==> config.mk <==
export PLATFORM = sky130hd
export DESIGN_NAME = start_stop_tx
export DESIGN_NICKNAME = d
export VERILOG_FILES = /design/src/rtl/start_stop_tx.sv
export SDC_FILE = /design/constraint.sdc
export NUM_CORES = 1
export LEC_CHECK = 0
export CAP_MARGIN = 20
export CORE_MARGIN = 2
export CORE_UTILIZATION = 49
export DETAILED_ROUTE_END_ITERATION = 6
export HOLD_SLACK_MARGIN = 0.15
export PLACE_DENSITY = 0.71
export SLEW_MARGIN = 40
export SYNTH_ARGS = -nofsm -noshare
export SYNTH_HDL_FRONTEND = slang
export SYNTH_SLANG_ARGS = --single-unit
==> constraint.sdc <==
create_clock -name clk -period 4.05 [get_ports clk]
set_clock_uncertainty 0.05 [all_clocks]
set_input_delay 0.81 -clock clk [delete_from_list [all_inputs] [get_ports clk]]
set_output_delay 0.81 -clock clk [all_outputs]
set_load 0.05 [all_outputs]
==> src/rtl/start_stop_tx.sv <==
// rtl/start_stop_tx.sv - serial start/stop frame transmitter
//
// Shifts a parallel word out on a single wire as
// start(1), data LSB first, optional even parity, stop(0) x STOP_BITS.
// The line idles at 0. Every bit is held for CLKS_PER_BIT clocks.
//
// Ports:
//   clk    in   rising-edge clock
//   ar     in   asynchronous active-low reset
//   load   in   send request, taken only while ready=1
//   din    in   DATA_W word, sampled on the accepting edge
//   ready  out  1 = idle, load will be accepted
//   done   out  single-cycle pulse on return to idle after a full frame
//   x      out  serial line
module start_stop_tx #(
    parameter int DATA_W       = 8,
    parameter int CLKS_PER_BIT = 4,
    parameter int PARITY_EN    = 1,
    parameter int STOP_BITS    = 1
) (
    input  logic              clk,
    input  logic              ar,
    input  logic              load,
    input  logic [DATA_W-1:0] din,
    output logic              ready,
    output logic              done,
    output logic              x
);

    localparam int IDX_W = $clog2(DATA_W + 1);
    localparam int CNT_W = $clog2(CLKS_PER_BIT + 1);

    typedef enum logic [2:0] {
        IDLE   = 3'd0,
        START  = 3'd1,
        DATA   = 3'd2,
        PARITY = 3'd3,
        STOP   = 3'd4
    } state_t;

    state_t              state_q, state_d;
    logic [CNT_W-1:0]    cnt_q, cnt_d;
    logic [IDX_W-1:0]    idx_q, idx_d;
    logic [DATA_W-1:0]   shift_q, shift_d;
    logic                par_q, par_d;
    logic                x_q, x_d;
    logic                ready_q, ready_d;
    logic                done_q, done_d;
    logic                bit_end;

    assign bit_end = (cnt_q == CNT_W'(CLKS_PER_BIT - 1));

    always_ff @(posedge clk or negedge ar) begin
        if (!ar) begin
            state_q <= IDLE;
            cnt_q   <= '0;
            idx_q   <= '0;
            shift_q <= '0;
            par_q   <= 1'b0;
            x_q     <= 1'b0;
            ready_q <= 1'b1;
            done_q  <= 1'b0;
        end else begin
            state_q <= state_d;
            cnt_q   <= cnt_d;
            idx_q   <= idx_d;
            shift_q <= shift_d;
            par_q   <= par_d;
            x_q     <= x_d;
            ready_q <= ready_d;
            done_q  <= done_d;
        end
    end

    always_comb begin
        state_d = state_q;
        idx_d   = idx_q;
        shift_d = shift_q;
        par_d   = par_q;
        x_d     = x_q;
        ready_d = 1'b0;
        done_d  = 1'b0;
        // Bit-cycle counter runs in every busy state and wraps at each bit change.
        cnt_d   = bit_end ? '0 : cnt_q + CNT_W'(1);

        case (state_q)
            IDLE: begin
                cnt_d   = '0;
                idx_d   = '0;
                x_d     = 1'b0;
                ready_d = 1'b1;
                if (load) begin
                    state_d = START;
                    shift_d = din;
                    par_d   = ^din;
                    x_d     = 1'b1;
                    ready_d = 1'b0;
                end
            end
            START: begin
                if (bit_end) begin
                    state_d = DATA;
                    idx_d   = '0;
                    x_d     = shift_q[0];
                end
            end
            DATA: begin
                if (bit_end) begin
                    if (idx_q == IDX_W'(DATA_W - 1)) begin
                        idx_d = '0;
                        if (PARITY_EN != 0) begin
                            state_d = PARITY;
                            x_d     = par_q;
                        end else begin
                            state_d = STOP;
                            x_d     = 1'b0;
                        end
                    end else begin
                        idx_d   = idx_q + IDX_W'(1);
                        shift_d = shift_q >> 1;
                        x_d     = shift_d[0];
                    end
                end
            end
            PARITY: begin
                if (bit_end) begin
                    state_d = STOP;
                    idx_d   = '0;
                    x_d     = 1'b0;
                end
            end
            STOP: begin
                x_d = 1'b0;
                if (bit_end) begin
                    // idx counts stop bits here; the data index is finished with.
                    if (idx_q == IDX_W'(STOP_BITS - 1)) begin
                        state_d = IDLE;
                        idx_d   = '0;
                        ready_d = 1'b1;
                        done_d  = 1'b1;
                    end else begin
                        idx_d = idx_q + IDX_W'(1);
                    end
                end
            end
            default: begin
                state_d = IDLE;
                cnt_d   = '0;
                idx_d   = '0;
                x_d     = 1'b0;
                ready_d = 1'b1;
            end
        endcase
    end

    assign x     = x_q;
    assign ready = ready_q;
    assign done  = done_q;

endmodule
* After elaboration in Yosys (flattened, before gate mapping)
Cells that the tools add are included.
** Word-level totals
- Bits in registers :: 22
- Bits of input ports :: 11
- Output and inout bits :: 3
** Operators by class
- Add/sub/neg operators :: 2
- Equal/unequal tests :: 15
- Mux-type cells :: 31
- Reduce and logical (&&, ||, !) cells :: 12
** Operators with widths (count)
- 2-to-1 mux 3 bit :: 9
- 2-to-1 mux 8 bit :: 3
- 2-to-1 mux 4 bit :: 5
- inequality test 2 bit (second input constant) :: 8
- case mux 8 bit (2 select lines) :: 1
- case mux 3 bit (5 select lines) :: 1
- case mux 4 bit (3 select lines) :: 1
- == test 3 x 2 -> 1 bit (second input constant) :: 3
- 2-to-1 mux 1 bit :: 9
- parity 8 bit :: 1
- AND reduction 7 bit :: 1
- AND reduction 3 bit :: 2
- adder 4 x 1 -> 4 bit (second input constant) :: 1
- == test 4 x 3 -> 1 bit (second input constant) :: 1
- logical NOT 4 bit :: 1
- case mux 1 bit (4 select lines) :: 1
- AND reduction 4 bit :: 1
- OR reduction 4 bit :: 1
- adder 3 x 1 -> 3 bit (second input constant) :: 1
- == test 3 x 1 -> 1 bit (second input constant) :: 1
- == test 3 bit (second input constant) :: 1
- logical NOT 3 bit :: 1
- case mux 1 bit (3 select lines) :: 1
- OR reduction 3 bit :: 1
- other kinds (4) :: 4

* Longest topological paths before layout
Gate-level depths: netlist of the first run.
- Depth after elaboration :: 4
- Depth in mapped cells :: 6

* Worst setup path after synthesis of the first run
Ideal clock, no wire load.
- Path kind :: reg2reg
- From :: reg state_q[1]
- To :: reg shift_q[0]
- Setup time :: 125 ps
- Arrival time :: 1685 ps
- Slack :: 2191 ps
- Stages on the path, launching flop included :: 6
- Clock period less this slack :: 1859 ps
- Cell sequence :: dfrtp_1 buf_6 or3_1 nor2_2 a2bb2oi_4 mux2_2
** Between the ends
- Word-level cells in the longest chain between the ends :: 3
** RTL lines
- start, declared :: line 41 : state_t state_q, state_d;
- start signal, assigned :: line 64 : state_q <= state_d;
- == test 3 x 2 -> 1 bit / logical NOT 3 bit (equally long branches) :: line 86 : case (state_q)
- inequality test 2 bit (no source line) / nonzero test 2 bit (equally long branches)
- AND reduction 4 bit (no source line)
- end signal, assigned :: line 67 : shift_q <= shift_d;
- end, declared :: line 44 : logic [DATA_W-1:0] shift_q, shift_d;
Several ways; a longest one is shown, not always the timed one.
A chain may end at the register's enable or synchronous reset.

* Worst setup path in the final report of the first run
- From :: reg ready_q (netlist: ready)
- To :: out ready
** RTL lines
- start, declared :: line 47 : logic ready_q, ready_d;
- start signal, assigned :: line 70 : ready_q <= ready_d;
- end, declared :: line 25 : output logic ready,
No word-level cell between the ends.

==> impl_metrics.tcl, run 1 <==
set metrics [dict create \
    dieArea_sq_um 2982 \
    cp_slowest_cell "clkdlybuf4s50_1" \
    clkSinkCount 22 \
    syn_area_sq_um 1255 \
    setup_viol 0 \
    fin_nets 151 \
    wl_per_cell_um 13.61 \
    drv_slew 0 \
    slowest_delay_ns 0.79 \
    clockPowerShare_pct 21.2 \
    clockRootBuffer "clkbuf_4" \
    ant_nets 0 \
    arrival_ns 1.62 \
    antennaDiodeCount 0 \
    grt_setup_unrepaired "false" \
    cts_setup_buffers 0 \
    core_area_sq_um 2455 \
    grt_usage_pct 17.74 \
    ir_drop_mv 0.2236 \
    drc_errors 0 \
    grt_pass1_wl_um 3760 \
    drtIter0Drc 15 \
    syn-instance-count 124 \
    synthToLayoutAreaGrowth_pct 12.26 \
    final.setup.tns_ns 0 \
    hold_viol_final 0 \
    hpwl_um 1687 \
    grt_pass1_vias 897 \
    power_frac_seq_pct 54.2 \
    maxSlewHeadroom_pct 67.35 \
    cts.clk_slew.worst_paths_ns 0.12 \
    clock_path_buffers 2 \
    yosysWarnings 0 \
    leakage_nw 0.6285 \
    hold_buffers 0 \
    die_y_um 54.61 \
    gp_congestion 0.8016 \
    grt_antenna_before_repair 0 \
    grt_start_max_net_pins 23 \
    cap_violations 0 \
    worstSetupStartpointType "flop" \
    p_per_area_nw_per_um2 344.3 \
    ys_ff_latch 22 \
    endpoint_kind "primary output" \
    syn-num-nets 138 \
    cp_cell_sequence "clkdlybuf4s50_1" \
    firstDrtPassIters 4 \
    viasPerCell 5.554 \
    tightest_slew_ns 0.4882 \
    die-width_um 54.61 \
    initial_core_util_pct 51.12 \
    grt_overflow_total 0 \
    crit_type "reg -> out" \
    final.period_utilization_pct 61.26 \
    clkLatencyLatePin_ns 0.30 \
    synth-seq-area-share_pct 43.97 \
    combPwrFrac_pct 24.6 \
    wl_um 2259 \
    io_buffers 13 \
    boundaryPins 14 \
    p_int_mw 0.3403 \
    cp_top_family "buffers and inverters" \
    outcome "completed" \
    dp.cells 162 \
    swShare_pct 29.85 \
    avgSynthCellArea_sq_um 10.12 \
    htreeDepth 1 \
    fin_cells 166 \
    synth.distinct_cells 42 \
    numCtsBuffers 3 \
    crit_fanout 1 \
    fmax_mhz 403.0 \
    period_minus_slack_ns 2.481 \
    crit_required_ns 3.19 \
    switchingPower_mw 0.1448 \
    final_layout_size_suffix_gt1_share_pct 12.50 \
    cp_num_buf_inv 1 \
    cts_tree "done" \
    num_rows 18 \
    post_cts_resized 0 \
    hold_class "reg -> reg" \
    via_count 922 \
]
registers in the layout, indices dropped and copies added, names as in the netlist:
name / cells
cnt_q: 3
done: 1
idx_q: 4
par_q: 1
ready: 1
shift_q: 8
state_q: 3
x: 1
stage by stage:
step	hold WS [ns]	worst slack (ns)	area (sq um)	power (mW)	util, %
global placement	0.3710	1.642	1388	0.3855	56.52
finish	0.3899	1.569	1409	0.4851	57.39
floorplan	0.3599	2.191	1255	0.3496	-
global route	0.4083	1.518	1409	0.5164	57.39
detailed placement	0.3752	1.585	1383	0.3878	56.32
CTS	0.3923	1.557	1409	0.4895	57.39
kinds of logic (layout without fill, tap and decap cells):
group / after synthesis / count (layout) / share of synthesized area, %
AO/OA/AOI/OAI: 23 / 23 / 13.46
XOR/XNOR: 8 / 8 / 5.583
adder cells (fa/ha/maj): 3 / 3 / 2.991
buffers and inverters: 10 / 22 / 4.286
flip-flops: 22 / 22 / 43.97
multiplexers: 8 / 8 / 7.078
AND/OR/NAND/NOR: 50 / 50 / 22.63
layout make-up:
| cell class | instances | area (sq um) |
|---|---|---|
| inverters | 5 | 18.77 |
| flip-flops and latches | 22 | 551.8 |
| clock buffers | 4 | 26.28 |
| fillers | 211 | 1046 |
| well taps | 30 | 37.54 |
| multi-input cells | 92 | 649.4 |
| repair buffers | 13 | 125.1 |
cell usage after synthesis, drive strengths merged:
| master | count | share of area [%] |
|---|---|---|
| o21ai | 8 | 3.2 |
| o31ai | 1 | 0.60 |
| xnor2 | 8 | 5.6 |
| nor3 | 1 | 0.40 |
| o32ai | 2 | 1.4 |
| nor4b | 1 | 0.70 |
| ha | 3 | 3.0 |
| nor2b | 1 | 0.50 |
| or3 | 1 | 0.50 |
| and4b | 1 | 0.80 |
| inv | 5 | 1.5 |
| dfrtp | 21 | 42 |
| mux2 | 7 | 6.3 |
| o22a | 1 | 0.70 |
| nor2 | 10 | 4.5 |
| dfstp | 1 | 2.1 |
| and3b | 1 | 0.70 |
| o22ai | 1 | 0.50 |
| and3 | 1 | 0.50 |
| clkbuf | 1 | 0.30 |
| nand3b | 2 | 1.2 |
| nand2b | 1 | 0.50 |
| nor3b | 2 | 2.1 |
| o41ai | 1 | 0.70 |
| a2bb2oi | 1 | 2.1 |
| a21o | 2 | 1.2 |
| a31oi | 1 | 0.50 |
| nand2 | 20 | 6.0 |
| or3b | 3 | 2.1 |
| mux2i | 1 | 0.80 |
| and2 | 2 | 1.0 |
| nand3 | 3 | 1.2 |
| a21oi | 3 | 1.2 |
| buf | 4 | 2.5 |
| a22o | 2 | 1.4 |
cell usage in the layout (no fill, tap or decap), types with 2 or more instances in the layout:
cell / synthesis / final
a21o_1: 2 / 2
clkdlybuf4s50_1: 0 / 12
o21ai_0: 8 / 8
inv_1: 5 / 5
clkbuf_4: 0 / 3
a21oi_1: 3 / 3
nand3_1: 3 / 3
mux2_2: 6 / 6
and2_1: 2 / 2
ha_1: 3 / 3
dfrtp_1: 21 / 21
or3b_2: 2 / 2
o32ai_1: 2 / 2
nand2_1: 20 / 20
a22o_1: 2 / 2
nand3b_1: 2 / 2
xnor2_1: 8 / 8
nor2_1: 8 / 8
routing by layer:
metal  up-vias  routed length (um)  track usage (%)
met5         -                   0                0
met4         0                  23            8.333
met3         4                  80            3.279
met2        18                1141            28.97
met1       444                1014            22.49
li1        456                   -                -
path summary, 6_finish.rpt:
check                           startpoint    endpoint  slack, ns  depth (start not counted)
worst min register to register    cnt_q[0]    cnt_q[0]       0.39                          1
worst max-delay path                 ready       ready       1.57                          1
max in group asynchronous               ar       ready       3.20                          1
min in group asynchronous               ar  shift_q[5]       0.40                          1
worst max register to register  state_q[0]  shift_q[3]       1.87                          4
worst min-delay path              cnt_q[0]    cnt_q[0]       0.39                          1
power by group through the flow:
stage	combinational [mW]	clock [mW]	sequential [mW]
floorplan	0.0792	0	0.270
global placement	0.118	0	0.267
detailed placement	0.120	0	0.268
CTS	0.121	0.105	0.263
global route	0.135	0.115	0.266
finish	0.119	0.103	0.263
No activity file was read; power rests on OpenSTA's default activity.
==> run 2: changes to the inputs <==
clock period = 2.56 ns   (was 4.05 ns; I/O delays follow)
==> run 2 against run 1 <==
Critical path type unchanged; non-clock buffer count up 3; cell area up 2.7%; critical endpoint unchanged; largest power group unchanged; combinational power up 71%; global-route usage up 2.1 points; highest routed layer unchanged; via count up 0.11%; critical path depth unchanged; utilization up 1.5 points; register-to-register slack worse by 1.4 ns; sequential share of layout area down 1.0 points.
==> impl_metrics.tcl, run 2 (same netlist as run 1, synthesis figures left out) <==
set metrics [dict create \
    outcome "completed" \
    boundaryPins 14 \
    drtIter0Drc 11 \
    hold_viol_final 0 \
    multi_input_area_sq_um 649.4 \
    ant_nets 0 \
    num_rows 18 \
    hpwl_um 1892 \
    p_per_area_nw_per_um2 557.8 \
    worstHoldStart "cnt_q[0]" \
    grt_antenna_before_repair 0 \
    crit_type "reg -> out" \
    cp_slowest_cell "clkdlybuf4s50_1" \
    largestRegisters "shift_q x8, idx_q x4" \
    final_common_cell "dfrtp_1" \
    core_area_sq_um 2455 \
    endpoint_kind "primary output" \
    largest_register_ffs 8 \
    seq_area_sq_um 551.8 \
    r2r_end "shift_q[6]" \
    initial_core_util_pct 51.12 \
    grt_pass1_vias 946 \
    cts_tree "done" \
    crit_required_ns 2.00 \
    leakage_nw 0.6498 \
    final_cell_mix "21 x dfrtp_1, 20 x nand2_1, 13 x clkdlybuf4s50_1" \
    arrival_ns 1.62 \
    post_cts_resized 0 \
    die_y_um 54.61 \
    maxSlewHeadroom_pct 66.82 \
    cts.clk_slew.worst_paths_ns 0.13 \
    drc_errors 0 \
    fin_area_sq_um 1446 \
    grt_pass1_wl_um 4236 \
    grt_overflow_total 0 \
    synthToLayoutAreaGrowth_pct 15.25 \
    tightest_slew_ns 0.4961 \
    rr_worst_depth 4 \
    cap_violations 0 \
    antennaDiodeCount 0 \
    setup_viol 0 \
    cp_top_family "buffers and inverters" \
    reg2reg_setup_slack_ns 0.45 \
    wl_um 2396 \
    grt_start_max_net_pins 14 \
    wl_per_cell_um 14.18 \
    largest_register "shift_q" \
    numCtsBuffers 3 \
    cp_num_buf_inv 1 \
    place_area_sq_um 1410 \
    final.period_utilization_pct 85.19 \
    clkSinkCount 22 \
    cts_setup_buffers 0 \
    hold_class "reg -> reg" \
    io_buffers 13 \
    hold_buffers 0 \
    r2r_start "state_q[1]" \
    htreeDepth 1 \
    die-width_um 54.61 \
    final_layout_size_suffix_gt1_share_pct 14.39 \
    slowest_delay_ns 0.78 \
    firstDrtPassIters 4 \
    drv_slew 0 \
    fin_nets 154 \
    hold_depth 1 \
    clock_path_buffers 2 \
    worstHoldEndpoint "cnt_q[0]" \
    dieArea_sq_um 2982 \
    clkLatencyLatePin_ns 0.30 \
    worstSetupStartpointType "flop" \
    gp_congestion 0.8277 \
    viasPerCell 5.462 \
    crit_fanout 1 \
    ir_drop_mv 0.3838 \
    period_minus_slack_ns 2.181 \
    grt_usage_pct 19.83 \
    final.setup.tns_ns 0 \
    via_count 923 \
    fmax_mhz 458.6 \
    clockRootBuffer "clkbuf_4" \
    grt_setup_unrepaired "false" \
    cp_cell_sequence "clkdlybuf4s50_1" \
    nFillCells 219 \
]
-- run 2: per-layer routing --
metal  GRT usage [%]  up-vias  wire length, um
li1                -      460                -
met1           27.27      448             1128
met2           32.34       13             1206
met3           2.459        2               51
met4           6.250        0               10
met5               0        -                0
-- run 2: stage by stage --
step / utilization, % / hold WS (ns) / instances / power [mW] / setup WS, ns
4_1_cts: 58.92 / 0.3963 / 169 / 0.8170 / 0.3621
5_1_grt: 58.92 / 0.4298 / 169 / 0.8516 / 0.3187
6_report: 58.92 / 0.3911 / 169 / 0.8068 / 0.3793
3_5_place_dp: 57.44 / 0.3769 / 165 / 0.6235 / 0.4007
3_3_place_gp: 57.44 / 0.3696 / 165 / 0.6151 / 0.4438
2_1_floorplan: - / 0.1664 / 124 / 0.5531 / 0.7007
-- run 2: cell type report --
class / count / area share [%]
multi-input cells: 92 / 44.90
flip-flops and latches: 22 / 38.15
repair buffers: 16 / 10.55
well taps: 30 / 2.595
clock buffers: 4 / 2.509
inverters: 5 / 1.298
-- run 2: power by group --
group / leakage [nW] / internal [mW] / switching (mW)
Sequential: 0.280 / 0.387 / 0.0229
Clock: 0.0210 / 0.0866 / 0.106
Combinational: 0.349 / 0.0957 / 0.109
Total: 0.650 / 0.570 / 0.237
-- run 2: worst max path at each step --
stage	startpoint	end	slack, ns	cells after the start
floorplan	state_q[1]	shift_q[0]	0.70	5
global placement	load	shift_q[3]	0.44	5
detailed placement	load	shift_q[6]	0.40	5
CTS	ready	ready	0.36	1
global route	ready	ready	0.32	1
finish	ready	ready	0.38	1
==> run 3: changes to the inputs <==
CORE_ASPECT_RATIO = 1.5   (was not set)
CORE_MARGIN = 8   (was 2)
CORE_UTILIZATION = 40   (was 49)
PLACE_DENSITY = not set   (was 0.71)
==> run 3 against run 2 <==
Sequential share of layout area shrank 0.62 points; highest routed layer unchanged; critical endpoint is now shift_q[4]; worst hold slack lost 0.0080 ns; routed wire length grew 2.8%; register-to-register slack lost 0.08 ns; worst setup slack lost 0.0079 ns; final cell count grew 5.3%.
==> impl_metrics.tcl, run 3 (same netlist as run 1, synthesis figures left out) <==
set metrics [dict create \
    hold_viol_final 0 \
    firstDrtPassIters 4 \
    ant_nets 0 \
    p_per_area_nw_per_um2 580.8 \
    p_total_mw 0.8538 \
    core_area_sq_um 3065 \
    crit_fanout 12 \
    grt_usage_pct 10.16 \
    hpwl_um 1912 \
    dieArea_sq_um 5223 \
    via_count 919 \
    antennaDiodeCount 0 \
    wl_per_cell_um 13.84 \
    largest_register "shift_q" \
    cts_setup_buffers 0 \
    grt_antenna_before_repair 0 \
    clkLatencyLatePin_ns 0.26 \
    htreeDepth 1 \
    tightest_slew_ns 0.5062 \
    wl_um 2463 \
    io_buffers 13 \
    grt_pass1_wl_um 4174 \
    final_common_cell "dfrtp_1" \
    fin_nets 153 \
    numCtsBuffers 3 \
    drtIter0Drc 17 \
    initial_core_util_pct 40.94 \
    grt_setup_unrepaired "false" \
    maxSlewHeadroom_pct 66.15 \
    grt_pass1_vias 935 \
    gp_congestion 0.7600 \
    crit_required_ns 2.65 \
    clockRootBuffer "clkbuf_8" \
    crit_type "reg -> reg" \
    drv_slew 0 \
    final_cell_mix "21 x dfrtp_1, 20 x nand2_1, 13 x clkdlybuf4s50_1" \
    setup_viol 0 \
    post_cts_resized 0 \
    ir_drop_mv 0.3224 \
    arrival_ns 2.28 \
    fin_ws_ns 0.3713 \
    clock_path_buffers 2 \
    endpoint_kind "flop" \
    final.setup.tns_ns 0 \
    die-width_um 61.74 \
    synthToLayoutAreaGrowth_pct 17.15 \
    grt_overflow_total 0 \
    cap_violations 0 \
    die_y_um 84.60 \
    cts_tree "done" \
    grt_start_max_net_pins 13 \
    final.period_utilization_pct 85.49 \
    fmax_mhz 456.9 \
    hold_buffers 0 \
    worstSetupStartpointType "flop" \
    period_minus_slack_ns 2.189 \
    fin_util_pct 47.96 \
    leakage_nw 0.6525 \
    nFillCells 308 \
    num_rows 25 \
    drc_errors 0 \
    dp_slack_ns 0.3575 \
    largest_register_ffs 8 \
    hold_class "reg -> reg" \
    cts.clk_slew.worst_paths_ns 0.08 \
    viasPerCell 5.163 \
    boundaryPins 14 \
    clkSinkCount 22 \
    outcome "completed" \
    largestRegisters "shift_q x8, idx_q x4" \
    final_layout_size_suffix_gt1_share_pct 13.77 \
]
## run 3: cell count changes in the layout (fill, tap and decap cells not counted), sizes merged
cell	before	now
buf	3	2
## run 3: final cells by class
type,instances,area (sq um),share of cell area (%)
clock buffers,4,55.05,3.745
inverters,5,18.77,1.277
multi-input cells,92,649.4,44.17
flip-flops and latches,22,551.8,37.53
well taps,40,50.05,3.404
repair buffers,15,145.1,9.872
## run 3: path summary, 6_finish.rpt
| check | from | end | slack (ns) | cells after the start |
|---|---|---|---|---|
| max | state_q[0] | shift_q[4] | 0.37 | 4 |
| max in group asynchronous | ar | shift_q[4] | 1.39 | 2 |
| max reg2reg | state_q[0] | shift_q[4] | 0.37 | 4 |
| min | cnt_q[0] | cnt_q[0] | 0.38 | 1 |
| min in group asynchronous | ar | x | 0.52 | 1 |
| min reg2reg | cnt_q[0] | cnt_q[0] | 0.38 | 1 |
## run 3: where the power goes
group,leakage (nW),total [mW],switching [mW],internal (mW)
Sequential,0.280,0.416,0.0286,0.387
Clock,0.0288,0.245,0.109,0.137
Combinational,0.344,0.192,0.100,0.0920
Total,0.653,0.854,0.238,0.616
## run 3: critical path, cell delays in order (launching register included)
cell       delay [ns]
dfrtp_1          0.52
or3b_1           0.64
nor2_8           0.20
a2bb2oi_4        0.28
mux2_2           0.38
## run 3: layer usage
| metal | part of all wire, % | global-route usage, % |
|---|---|---|
| met5 | 0 | 0 |
| met4 | 1.1 | 3.750 |
| met3 | 5.5 | 2.752 |
| met2 | 52 | 17.31 |
| met1 | 41 | 11.27 |
## run 3: per-stage QoR
step           area, sq um  hold WS (ns)  std cells
2_1_floorplan         1255        0.1664        124
3_3_place_gp          1415        0.3700        174
3_5_place_dp          1415        0.3754        174
4_1_cts               1470        0.3868        178
5_1_grt               1470        0.3981        178
6_report              1470        0.3831        178
